**src/rtl/lsu_pkg.sv**
```systemverilog
// Shared types and lane helpers for the RV32I load/store unit.
package lsu_pkg;

  typedef enum logic [2:0] {
    LSU_B  = 3'b000,
    LSU_H  = 3'b001,
    LSU_W  = 3'b010,
    LSU_BU = 3'b100,
    LSU_HU = 3'b101
  } lsu_funct3_e;

  typedef enum logic {
    IDLE  = 1'b0,
    MERGE = 1'b1
  } lsu_state_e;

  localparam logic [3:0] LANE_MASK_B = 4'b0001;
  localparam logic [3:0] LANE_MASK_H = 4'b0011;

  // Byte-enable mask for a sub-word store at the given lane offset.
  function automatic logic [3:0] lane_mask(input logic half, input logic [1:0] offset);
    lane_mask = (half ? LANE_MASK_H : LANE_MASK_B) << offset;
  endfunction

endpackage

```
**src/rtl/load_align.sv**
```systemverilog
// Combinational load lane extraction with sign/zero extension.
module load_align
  import lsu_pkg::*;
#(
  parameter int DATA_WIDTH = 32
) (
  input  logic [DATA_WIDTH-1:0] word,
  input  logic [1:0]            offset,
  input  logic [2:0]            funct3,
  output logic [DATA_WIDTH-1:0] data
);

  logic [DATA_WIDTH-1:0] shifted;
  logic signed [7:0]     byte_s;
  logic signed [15:0]    half_s;

  always_comb begin
    shifted = word >> {offset, 3'b000};
    byte_s  = signed'(shifted[7:0]);
    half_s  = signed'(shifted[15:0]);
    case (funct3)
      LSU_B:   data = DATA_WIDTH'(byte_s);
      LSU_H:   data = DATA_WIDTH'(half_s);
      LSU_BU:  data = DATA_WIDTH'(shifted[7:0]);
      LSU_HU:  data = DATA_WIDTH'(shifted[15:0]);
      // Legal word loads are aligned, so the shift is a no-op here.
      LSU_W:   data = shifted;
      default: data = '0;
    endcase
  end

endmodule

```
**src/rtl/load_store_unit.sv**
```systemverilog
// RV32I load/store unit: lane-aligned loads, SW direct write, SB/SH read-modify-write.
module load_store_unit
  import lsu_pkg::*;
#(
  parameter int ADDR_WIDTH = 32,
  parameter int DATA_WIDTH = 32
) (
  input  logic                  clk,
  input  logic                  rst,
  input  logic                  req_valid,
  output logic                  req_ready,
  input  logic                  req_is_store,
  input  logic [2:0]            req_funct3,
  input  logic [ADDR_WIDTH-1:0] req_address,
  input  logic [DATA_WIDTH-1:0] req_store_data,
  output logic                  resp_valid,
  output logic [DATA_WIDTH-1:0] resp_load_data,
  output logic                  resp_fault,
  output logic [ADDR_WIDTH-1:0] mem_byte_address,
  output logic                  mem_write_enable,
  output logic [DATA_WIDTH-1:0] mem_write_data,
  input  logic [DATA_WIDTH-1:0] mem_read_data
);

  lsu_state_e            state_p1;
  logic [ADDR_WIDTH-1:0] addr_p1;
  logic [1:0]            offset_p1;
  logic                  half_p1;
  logic [DATA_WIDTH-1:0] data_p1;

  logic                  accept;
  logic                  illegal;
  logic                  misaligned;
  logic                  fault;
  logic                  sw_write;
  logic [DATA_WIDTH-1:0] load_value;
  logic [DATA_WIDTH-1:0] merged;

  function automatic logic [DATA_WIDTH-1:0] merge_lanes(
    input logic [DATA_WIDTH-1:0] old_word,
    input logic [DATA_WIDTH-1:0] src,
    input logic [3:0]            mask,
    input logic [1:0]            offset
  );
    logic [DATA_WIDTH-1:0] shifted;
    shifted = src << {offset, 3'b000};
    for (int i = 0; i < DATA_WIDTH / 8; i++) begin
      merge_lanes[8*i +: 8] = mask[i] ? shifted[8*i +: 8] : old_word[8*i +: 8];
    end
  endfunction

  // Stage p0: request decode and memory drive
  assign req_ready  = (state_p1 == IDLE);
  assign accept     = req_valid && req_ready;
  assign illegal    = (req_funct3 == 3'b011) || (req_funct3[2:1] == 2'b11) ||
                      (req_is_store && req_funct3[2]);
  assign misaligned = ((req_funct3[1:0] == 2'b01) && req_address[0]) ||
                      ((req_funct3 == LSU_W) && (req_address[1:0] != 2'b00));
  assign fault      = illegal || misaligned;
  assign sw_write   = accept && req_is_store && !fault && (req_funct3 == LSU_W);

  load_align #(.DATA_WIDTH(DATA_WIDTH)) u_load_align (
    .word   (mem_read_data),
    .offset (req_address[1:0]),
    .funct3 (req_funct3),
    .data   (load_value)
  );

  assign merged = merge_lanes(mem_read_data, data_p1, lane_mask(half_p1, offset_p1), offset_p1);

  always_comb begin
    mem_byte_address = (state_p1 == MERGE) ? addr_p1 : req_address;
    // A reset during MERGE must drop the pending write.
    mem_write_enable = !rst && (sw_write || (state_p1 == MERGE));
    mem_write_data   = '0;
    if (mem_write_enable) begin
      mem_write_data = (state_p1 == MERGE) ? merged : req_store_data;
    end
  end

  // Stage p1: control state and response registers
  always_ff @(posedge clk) begin
    if (rst) begin
      state_p1       <= IDLE;
      resp_valid     <= 1'b0;
      resp_fault     <= 1'b0;
      resp_load_data <= '0;
    end else begin
      resp_valid <= 1'b0;
      case (state_p1)
        IDLE: begin
          if (accept) begin
            if (fault) begin
              resp_valid     <= 1'b1;
              resp_fault     <= 1'b1;
              resp_load_data <= '0;
            end else if (!req_is_store) begin
              resp_valid     <= 1'b1;
              resp_fault     <= 1'b0;
              resp_load_data <= load_value;
            end else if (req_funct3 == LSU_W) begin
              resp_valid <= 1'b1;
              resp_fault <= 1'b0;
            end else begin
              state_p1 <= MERGE;
            end
          end
        end
        MERGE: begin
          state_p1   <= IDLE;
          resp_valid <= 1'b1;
          resp_fault <= 1'b0;
        end
        default: state_p1 <= IDLE;
      endcase
    end
  end

  always_ff @(posedge clk) begin
    if (accept) begin
      addr_p1   <= {req_address[ADDR_WIDTH-1:2], 2'b00};
      offset_p1 <= req_address[1:0];
      half_p1   <= req_funct3[0];
      data_p1   <= req_store_data;
    end
  end

endmodule
```
**config.mk**
```make
export PLATFORM = sky130hd
export DESIGN_NAME = load_store_unit
export DESIGN_NICKNAME = d
export VERILOG_FILES = /design/src/rtl/lsu_pkg.sv /design/src/rtl/load_align.sv /design/src/rtl/load_store_unit.sv
export SDC_FILE = /design/constraint.sdc
export NUM_CORES = 1
export LEC_CHECK = 0
export CAP_MARGIN = 10
export CORE_MARGIN = 2
export CORE_UTILIZATION = 35
export CTS_BUF_LIST = sky130_fd_sc_hd__clkbuf_16
export DETAILED_ROUTE_END_ITERATION = 10
export PLACE_DENSITY = 0.73
export SLEW_MARGIN = 20
export SYNTH_ARGS = -nofsm -noshare
export SYNTH_HDL_FRONTEND = slang
export SYNTH_HIERARCHICAL = 1
export SYNTH_SLANG_ARGS = --single-unit
```
**constraint.sdc**
```tcl
create_clock -name clk -period 12.39 [get_ports clk]
set_clock_uncertainty 0.2 [all_clocks]
set_input_delay 1.8585 -clock clk [delete_from_list [all_inputs] [get_ports clk]]
set_output_delay 1.8585 -clock clk [all_outputs]
set_load 0.05 [all_outputs]
```
==> results of run 1 <==
metal layers:
metal  up-vias  track usage, %  wire (um)
li1       2106               -          -
met1      2121            25.4       6370
met2       201            35.6       7690
met3        26            6.51       1340
met4         0            8.76        364
met5         -               0          0
worst min path at each step:
stage,startpoint,to,cells after the start
after floorplan,resp_load_data[20],resp_load_data[20],2
after global placement,resp_load_data[19],resp_load_data[19],2
after detailed placement,resp_load_data[14],resp_load_data[14],2
after CTS,resp_load_data[7],resp_load_data[7],2
after global routing,resp_load_data[23],resp_load_data[23],2
final,resp_load_data[23],resp_load_data[23],2
cells in the mapped netlist (4+ instances only):
cell and number:
o211ai_1 16, a211oi_1 15, buf_6 7, nand3b_1 10
o21ai_1 5, a21oi_1 34, mux2_2 46, nand2b_1 4
mux2i_1 33, buf_2 5, nor3_1 8, o221ai_1 8
nor2_1 5, buf_1 8, a2bb2oi_1 6, nand2_1 73
o2bb2ai_1 30, dfxtp_1 35, clkbuf_1 20, o21ai_0 5
nor2b_1 14, edfxtp_1 49
through the flow:
stage | hold WS (ns) | cells | worst slack (ns)
global placement | 0.250 | 808 | 5.69
detailed placement | 0.252 | 808 | 5.59
CTS | 0.261 | 824 | 5.59
global route | 0.275 | 824 | 5.47
floorplan | 0.471 | 461 | 6.93
finish | 0.259 | 824 | 5.57
worst register-to-register path, stage by stage, from the launching register on:
cell	delay, ns
dfxtp_2	0.95
or3b_2	0.66
nand2_1	0.15
a21oi_1	0.18
flip-flops by register name (all words and copies together) (netlist names):
name	flops
resp_load_data	32
addr_p1	30
data_p1	16
offset_p1	2
half_p1	1
resp_fault	1
resp_valid	1
state_p1	1
cells by family (layout without fill, tap and decap cells):
logic type	count (synthesis)	after routing	share of synthesized area, %
flops	84	84	44.7
buf+inv	42	225	4.45
simple gates	128	128	14.0
compound gates	127	127	18.9
mux	80	80	17.9
power groups by stage:
stage	sequential, mW	clock (mW)	combinational [mW]
floorplan	0.328	0	0.0823
global placement	0.321	0	0.161
detailed placement	0.321	0	0.163
CTS	0.316	0.272	0.164
global route	0.317	0.282	0.173
finish	0.316	0.265	0.163
area by class of cell:
| type | count | area, um^2 | area share (%) |
|---|---|---|---|
| timing repair buffer | 207 | 2060 | 28.4 |
| multi-input combinational | 335 | 2480 | 34.3 |
| inverter | 2 | 7.51 | 0.104 |
| clock buffer | 11 | 275 | 3.80 |
| clock inverter | 5 | 25.0 | 0.345 |
| tap | 180 | 225 | 3.11 |
| sequential | 84 | 2170 | 30.0 |
cell usage in the layout, fill, tap and decap left out, types with 6 or more instances in the layout:
master and count:
nor2b_1 13, edfxtp_1 49, dfxtp_1 34, nand3b_1 10, mux2_2 46, o221ai_1 8, a211oi_1 15, nand2_1 73
o211ai_1 16, o2bb2ai_1 30, clkbuf_16 11, clkdlybuf4s50_1 202, mux2i_1 33, a2bb2oi_1 6, nor3_1 8, a21oi_1 34
==> results.md, run 1 <==
- Die height: 122 um
- Via density: 5.41
- Total track usage: 21.3%
- Starting DRC count in detailed routing: 302
- RSZ-0062 raised after global routing: false
- Crit-path cells: clkdlybuf4s50_1, or4_4, nor4b_4, buf_4, o2bb2ai_1, clkdlybuf4s50_1
- Fill cells: 1200
- CP Buf/Inv Count: 3
- Initial core utilization: 35.4%
- Number of cell rows: 43
- Mapped Cells: 461
- Period Utilization, post-route: 55.0%
- Worst-path clk slew: 0.06 ns
- CTS Root Cell: clkbuf_16
- CP most frequent cell: clkdlybuf4s50_1
- CTS Buf Count: 9
- Maximum vdd drop: 0.0681 mV
- CP max stage cell: clkdlybuf4s50_1
- Largest stage delay on the critical path: 0.86 ns
- Largest net degree at the start of global routing: 51
- Min-delay worst type: flop to flop
- P_leak: 2.44 nW
- Synthesis Warnings: 6
- Pwr/cell area: 103 nW/um^2
- First-pass GRT wire length: 23.9 mm
- Int Pwr: 0.539 mW
- Post-CTS Setup Bufs: 0
- Critical Path End Type: output port
- Maximum clock insertion buffer count: 2
- Syn_nets: 564
- Flops & latches, synth: 84
- EDFF count, synth: 49
- Die W: 122 um
- DIE AREA: 14800 um^2
- Async S/R FF share, synth: 0%
- Critical Path Fanout Max: 32
- Dominant cell type by area after synthesis: edfxtp_1
- Hold-fix buffers, CTS: 0
- CP Depth: 6
- Cell area after synthesis: 4860 um^2
- Worst slew pin tran: 1.04 ns
- Setup slack, reg-to-reg: 10.18 ns
- Final Critical Period: 6.82 ns
- Arr. time, crit path: 4.76 ns
- I/O Buffers: 202
- Drt wl/cell: 19.1 um
- Largest delay share family, worst path: buffers and inverters
- Post-CTS sizing: 0
- Vias in the first global route: 4464
- Seq pwr share: 42.5%
- Top cells by area, synth: edfxtp_1, dfxtp_1, mux2_2
- Reg2reg end: resp_load_data[22]
- Total power: 0.744 mW
- Fin util: 52.8%
- Cell area after layout: 7250 um^2
- Comb power frac: 21.9%
- Initial antenna violation count: 0
- Seq/Total Area, Yosys: 44.7%
- Core area: 13700 um^2
- Count of cell types in the netlist: 42
- FF-to-FF Start: state_p1
- Outcome: completed
- Placement-stage cell area: 6950 um^2
- Antenna Cells: 0
- GPL Wtd Cong: 0.884
- CP required: 10.33 ns
- FF-to-FF path depth: 3
- First-pass detailed-route iteration total: 5
- Clock group share of total power: 35.6%
- Clk_lat worst skew: 0.34 ns
- Dpl hpwl: 12.0 mm
- Drt drc: 0
- Clock Sinks: 84
- Layout area overhead: 49.2%
- CTS tree: yes
- Critical path origin: req_funct3[0]
- Vias: 4454
- Final Max Slew Viols: 0
- Critical path destination: mem_write_data[11]
- Max Clk Rate: 147 MHz
- DRT Wirelength: 15.8 mm
- Fin nets: 742
- Layout cells sized above 1: 12.0%
- Yosys top cell area share: 30.3%
- Final Hold Fails: 0
- Slew margin rel.: 30.0%
- Final setup viols: 0
- Setup TNS: 0 ns
- Switching share of total power: 27.6%
- Most common flop cell mapped by yosys: edfxtp_1
- Max-Cap Viols: 0
- Critical path type: input pin to output port
- Antenna Violating Nets Remaining: 0
- Startpoint types: input pin
- H-tree Lvls: 3
- Sw power: 0.205 mW
- Grt total ovfl: 0
- # IOs: 203
- Mean Syn Cell Area: 10.5 um^2
Note: power is estimated with default switching activity, not from simulation.
==> inputs of run 2 (changes only) <==
PLACE_DENSITY = 0.75   (was 0.73)
clock period = 5.93 ns   (was 12.39 ns; I/O delays follow)
==> run 2 against run 1 <==
  * Critical endpoint is now mem_write_data[30]
  * Final area grew 4.5%
  * Worst hold slack lost 0.00085 ns
  * Global-route usage shrank 0.14 points
  * Count of clock-buffer cells in the layout is the same
  * Largest power group unchanged
  * Non-clock buffer count is the same
  * Worst setup slack lost 3.9 ns
  * Largest cell class unchanged
  * Final cell count is the same
  * Wire length grew 1.0%
  * Combinational power grew 110%
  * Critical path type unchanged
==> results.md, run 2 (synthesis results as in run 1) <==
- First-pass detailed-route iteration total: 6 (+1)
- Critical Path Fanout Max: 32 (unchanged)
- Outcome: completed
- Slew margin rel.: 32.2% (+2.2 points)
- Initial antenna violation count: 0 (unchanged)
- Period Utilization, post-route: 71.8%
- Vias in the first global route: 4577 (+2.5%)
- Register area: 2170 um^2 (unchanged)
- Dpl hpwl: 12.1 mm (+0.63%)
- M2 GR Usage: 36.3% (+0.66 points)
- Clock group share of total power: 36.4% (+0.8 points)
- Core area: 13700 um^2 (unchanged)
- Commonest cells after routing, fill and taps aside: clkdlybuf4s50_1, nand2_1, edfxtp_1
- Seq pwr share: 41.9% (-0.6 points)
- Post-Route Hold Slack: 0.258 ns (-0.000849 ns)
- Grt total ovfl: 0 (unchanged)
- CTS tree: yes
- Drt drc: 0 (unchanged)
- Setup TNS: 0 ns (unchanged)
- Comb power frac: 21.8% (about the same)
- Fin nets: 742 (unchanged)
- RSZ-0062 raised after global routing: false
- Final Hold Fails: 0 (unchanged)
- H-tree Lvls: 3 (unchanged)
- Commonest non-fill, non-tap cell in the layout: clkdlybuf4s50_1
- Die W: 122 um (unchanged)
- Final Max Slew Viols: 0 (unchanged)
- Arr. time, crit path: 3.17 ns (-1.59 ns)
- First-pass GRT wire length: 24.3 mm (+1.4%)
- Setup slack, reg-to-reg: 3.74 ns (-6.44 ns)
- GPL Wtd Cong: 0.912 (+3.2%)
- Antenna Cells: 0 (unchanged)
- Crit-path cells: clkdlybuf4s50_1, or4_4, nor4b_4, buf_4, o2bb2ai_1, buf_12
- I/O Buffers: 202 (unchanged)
- GRT met3 Usage: 5.57% (-0.94 points)
- Maximum vdd drop: 0.105 mV (+54%)
- Vias: 4498 (+0.99%)
- Multi-input gate area: 2480 um^2 (unchanged)
- Critical path type: input pin to output port
- Layout area overhead: 55.8%
- Hold EP: resp_load_data[26]
- CTS Buf Count: 9 (unchanged)
- Maximum clock insertion buffer count: 2 (unchanged)
- FF-to-FF Start: state_p1
- Final setup viols: 0 (unchanged)
- Clk_lat worst skew: 0.34 ns (about the same)
- Final Critical Period: 4.26 ns
- Sw power: 0.443 mW (+120%)
- Max-Cap Viols: 0 (unchanged)
- Largest net degree at the start of global routing: 51 (unchanged)
- Critical Path End Type: output port
- Via density: 5.46 (+0.99%)
- Switching share of total power: 28.1% (+0.55 points)
- Biggest registers after layout: resp_load_data (32), addr_p1 (30), data_p1 (16)
- Drt wl/cell: 19.3 um (+1.0%)
- Starting DRC count in detailed routing: 316 (+4.6%)
- Pwr/cell area: 208 nW/um^2 (+100%)
- Fill cells: 1190 (-0.83%)
- Post-CTS Setup Bufs: 0 (unchanged)
- Hold Crit Depth: 2 (unchanged)
- Reg2reg end: resp_load_data[3]
- Final worst slack: 1.67 ns (-3.90 ns)
- Worst-path clk slew: 0.06 ns (about the same)
- Worst slew pin tran: 1.01 ns (-0.0333 ns)
- FF-to-FF path depth: 3 (unchanged)
- Max Clk Rate: 235 MHz
- Int Pwr: 1.13 mW (+110%)
- DIE AREA: 14800 um^2 (unchanged)
- DRT Wirelength: 15.9 mm (+1.0%)
- Largest stage delay on the critical path: 0.63 ns (-0.23 ns)
- P_leak: 2.59 nW (+6.2%)
- Met1 global-route usage: 25.6% (+0.26 points)
- CP required: 4.84 ns (-5.49 ns)
- Gr busiest metal: met2
- Post-CTS sizing: 0 (unchanged)
- Startpoint types: input pin
- # IOs: 203 (unchanged)
- Worst slack at placement: 1.68 ns (-3.90 ns)
- CP max stage cell: or4_4
- Total track usage: 21.1% (-0.14 points)
- Max reg flops: 32 (unchanged)
- Hold Crit Start: resp_load_data[26]
- CTS Root Cell: clkbuf_16
- Clock Sinks: 84 (unchanged)
- Biggest register: resp_load_data
- Die height: 122 um (unchanged)
- Min-delay worst type: flop to flop
- Number of cell rows: 43 (unchanged)
- Hold-fix buffers, CTS: 0 (unchanged)
- Layout cells sized above 1: 17.2% (+5.3 points)
- Antenna Violating Nets Remaining: 0 (unchanged)
- Initial core utilization: 35.4% (unchanged)
-- run 2: cell types whose count changed in the layout (fill, tap and decap cells not counted) --
cell / before / now
clkinv_2: 1 / 0
clkdlybuf4s50_1: 202 / 170
inv_4: 0 / 2
inv_1: 5 / 3
clkinv_4: 1 / 0
inv_2: 0 / 1
inv_6: 0 / 1
buf_12: 0 / 32
-- run 2: critical path: cells and delay by family --
family                 cells  cell delay [ns]
AOI/OAI and AO/OA          1             0.23
and+or+nand+nor            2             0.84
buffers and inverters      3             1.17
-- run 2: area by class of cell --
type | instances | share of cell area [%]
Multi-Input combinational cell | 335 | 32.8
Timing Repair Buffer | 207 | 31.4
Sequential cell | 84 | 28.7
Clock buffer | 11 | 3.63
Tap cell | 180 | 2.97
Clock inverter | 5 | 0.380
Inverter | 2 | 0.0991
-- run 2: per-stage QoR --
| stage | instance area, um^2 | cells | util [%] | power (mW) |
|---|---|---|---|---|
| final | 7570 | 824 | 55.2 | 1.58 |
| after global placement | 7270 | 808 | 53.0 | 1.01 |
| after global routing | 7570 | 824 | 55.2 | 1.63 |
| after CTS | 7570 | 824 | 55.2 | 1.58 |
| after floorplan | 4860 | 461 | - | 0.856 |
| after detailed placement | 7270 | 808 | 53.0 | 1.01 |
-- run 2: power groups by stage --
stage          sequential, mW  combinational, mW  clock [mW]
4_1_cts                 0.659              0.344       0.580
3_3_place_gp            0.670              0.339           0
6_report                0.659              0.343       0.573
3_5_place_dp            0.671              0.342           0
5_1_grt                 0.662              0.363       0.606
2_1_floorplan           0.685              0.172           0
-- run 2: worst max-delay path by stage --
stage	start	end	slack, ns	cells past startpoint
finish	req_funct3[0]	mem_write_data[30]	1.67	6
global route	req_funct3[0]	mem_write_data[30]	1.56	6
CTS	req_funct3[0]	mem_write_data[30]	1.68	6
detailed placement	req_funct3[0]	mem_write_data[30]	1.68	6
global placement	req_address[0]	mem_write_data[9]	1.74	7
floorplan	req_valid	resp_load_data[0]	1.69	4
-- run 2: per-layer routing --
layer  share of wire, %  vias to the layer above
met3                9.0                       21
met1                 40                     2162
met2                 49                      211
li1                   -                     2104
met5                  0                        -
met4                1.8                        0
==> inputs of run 3 (changes only) <==
PLACE_DENSITY = 0.73   (was 0.75)
clock period = 4.3 ns   (was 5.93 ns; I/O delays follow)
==> run 3 against run 2 <==
  * First-iteration DRC count is 4.4% lower
  * Sequential power grew 38%
  * Flip-flop and latch count unchanged
  * Combinational power grew 39%
  * Highest routed layer unchanged
  * Critical endpoint is now mem_write_data[5]
  * Critical path type unchanged
  * Non-clock buffer count increased by 3
  * Final cell count is 0.36% higher
==> results.md, run 3 (synthesis results as in run 1) <==
- CP max stage cell: or4_4
- Die height: 122 um (unchanged)
- Post-CTS Setup Bufs: 0 (unchanged)
- Drt wl/cell: 19.6 um (+1.3%)
- Final Critical Period: 3.76 ns
- P_leak: 2.59 nW (+0.12%)
- # IOs: 203 (unchanged)
- Core area: 13700 um^2 (unchanged)
- Biggest register: resp_load_data
- CTS Root Cell: clkbuf_16
- Non-Filler Instances: 827 (+0.36%)
- Drt drc: 0 (unchanged)
- Outcome: completed
- Antenna Cells: 0 (unchanged)
- Critical path type: input pin to output port
- H-tree Lvls: 3 (unchanged)
- First-pass GRT wire length: 25.1 mm (+3.4%)
- Starting DRC count in detailed routing: 302 (-4.4%)
- Maximum vdd drop: 0.193 mV (+83%)
- Max Clk Rate: 266 MHz
- Final Hold Fails: 0 (unchanged)
- CTS tree: yes
- Fill cells: 1188 (-0.17%)
- Vias in the first global route: 4606 (+0.63%)
- CTS Buf Count: 9 (unchanged)
- Critical Path End Type: output port
- Dpl hpwl: 12.4 mm (+2.3%)
- Setup TNS: 0 ns (unchanged)
- Hold-fix buffers, CTS: 0 (unchanged)
- Register area: 2170 um^2 (unchanged)
- Largest net degree at the start of global routing: 51 (unchanged)
- Crit-path cells: clkdlybuf4s50_1, or4_4, nor4b_4, buf_4, o2bb2ai_1, buf_12
- Max reg flops: 32 (unchanged)
- Grt total ovfl: 0 (unchanged)
- CP required: 3.45 ns (-1.39 ns)
- GPL Wtd Cong: 0.851 (-6.7%)
- Post-CTS sizing: 0 (unchanged)
- Max-Cap Viols: 0 (unchanged)
- Vias: 4501 (+0.067%)
- Worst-path clk slew: 0.06 ns (about the same)
- Clk_lat worst skew: 0.34 ns (about the same)
- Layout area overhead: 55.6%
- Post-Route Hold Slack: 0.256 ns (-0.00197 ns)
- Die W: 122 um (unchanged)
- Maximum clock insertion buffer count: 2 (unchanged)
- DIE AREA: 14800 um^2 (unchanged)
- DRT Wirelength: 16.2 mm (+1.6%)
- Min-delay worst type: flop to flop
- Fin util: 55.1% (-0.082 points)
- Clock Sinks: 84 (unchanged)
- Startpoint types: input pin
- I/O Buffers: 202 (unchanged)
- Final setup viols: 0 (unchanged)
- Placed insts: 811 (+0.37%)
- First-pass detailed-route iteration total: 5 (-1)
- Largest stage delay on the critical path: 0.63 ns (about the same)
- Via density: 5.44 (-0.30%)
- Fin nets: 745 (+0.40%)
- Antenna Violating Nets Remaining: 0 (unchanged)
- Critical Path Fanout Max: 32 (unchanged)
- Layout cells sized above 1: 17.8% (+0.54 points)
- Period Utilization, post-route: 87.4%
- Commonest non-fill, non-tap cell in the layout: clkdlybuf4s50_1
- Arr. time, crit path: 2.91 ns (-0.26 ns)
- Pwr/cell area: 274 nW/um^2 (+32%)
- Number of cell rows: 43 (unchanged)
- Multi-input gate area: 2480 um^2 (unchanged)
- Biggest registers after layout: resp_load_data (32), addr_p1 (30), data_p1 (16)
- Total track usage: 21.9% (+0.82 points)
- Initial core utilization: 35.4% (unchanged)
- Worst slew pin tran: 0.908 ns (-0.102 ns)
- Initial antenna violation count: 0 (unchanged)
- RSZ-0062 raised after global routing: false
- Commonest cells after routing, fill and taps aside: clkdlybuf4s50_1, nand2_1, edfxtp_1
- Slew margin rel.: 39.2% (+7.0 points)
- Final Max Slew Viols: 0 (unchanged)
## run 3: cell count changes in the layout (fill, tap and decap cells not counted), moves of 2 or more
| cell | previous run | this run |
|---|---|---|
| clkinv_2 | 0 | 3 |
| buf_4 | 5 | 9 |
| clkdlybuf4s50_1 | 170 | 168 |
| clkbuf_16 | 11 | 9 |
## run 3: final cells by class
class | instances | area share (%)
Sequential cell | 84 | 28.7
Clock inverter | 7 | 0.496
Timing Repair Buffer | 210 | 31.9
Clock buffer | 9 | 2.98
Multi-Input combinational cell | 335 | 32.8
Tap cell | 180 | 2.98
Inverter | 2 | 0.0993
## run 3: final timing paths
check / slack (ns) / depth (start not counted) / startpoint / end
max: 0.54 / 6 / req_funct3[0] / mem_write_data[5]
max reg2reg: 2.52 / 3 / state_p1 / resp_load_data[6]
min: 0.26 / 2 / resp_load_data[23] / resp_load_data[23]
min reg2reg: 0.26 / 2 / resp_load_data[23] / resp_load_data[23]
## run 3: metrics by stage
stage / power, mW / setup slack, ns / area [um^2]
final: 2.07 / 0.543 / 7560
after global routing: 2.16 / 0.417 / 7560
after CTS: 2.09 / 0.549 / 7560
after detailed placement: 1.40 / 0.551 / 7300
after global placement: 1.40 / 0.646 / 7300
after floorplan: 1.18 / 0.307 / 4860
## run 3: report_power, final
part | total, mW | switching (mW) | internal [mW]
logic | 0.478 | 0.266 | 0.212
clock network | 0.689 | 0.305 | 0.385
registers | 0.908 | 0.0182 | 0.890
## run 3: worst max-delay path: cells and delay by family
| family | cells | cell delay [ns] |
|---|---|---|
| simple gates | 2 | 0.85 |
| compound gates | 1 | 0.23 |
| buf+inv | 3 | 1.16 |
## run 3: per-layer routing
layer  vias up  share of wire (%)  track usage (%)  wire length (um)
met4         0                1.9             6.61               313
li1       2112                  -                -                 -
met2       199                 51             38.1              8190
met5         -                  0                0                 0
met1      2165                 39             26.3              6320
met3        25                8.4             6.32              1370
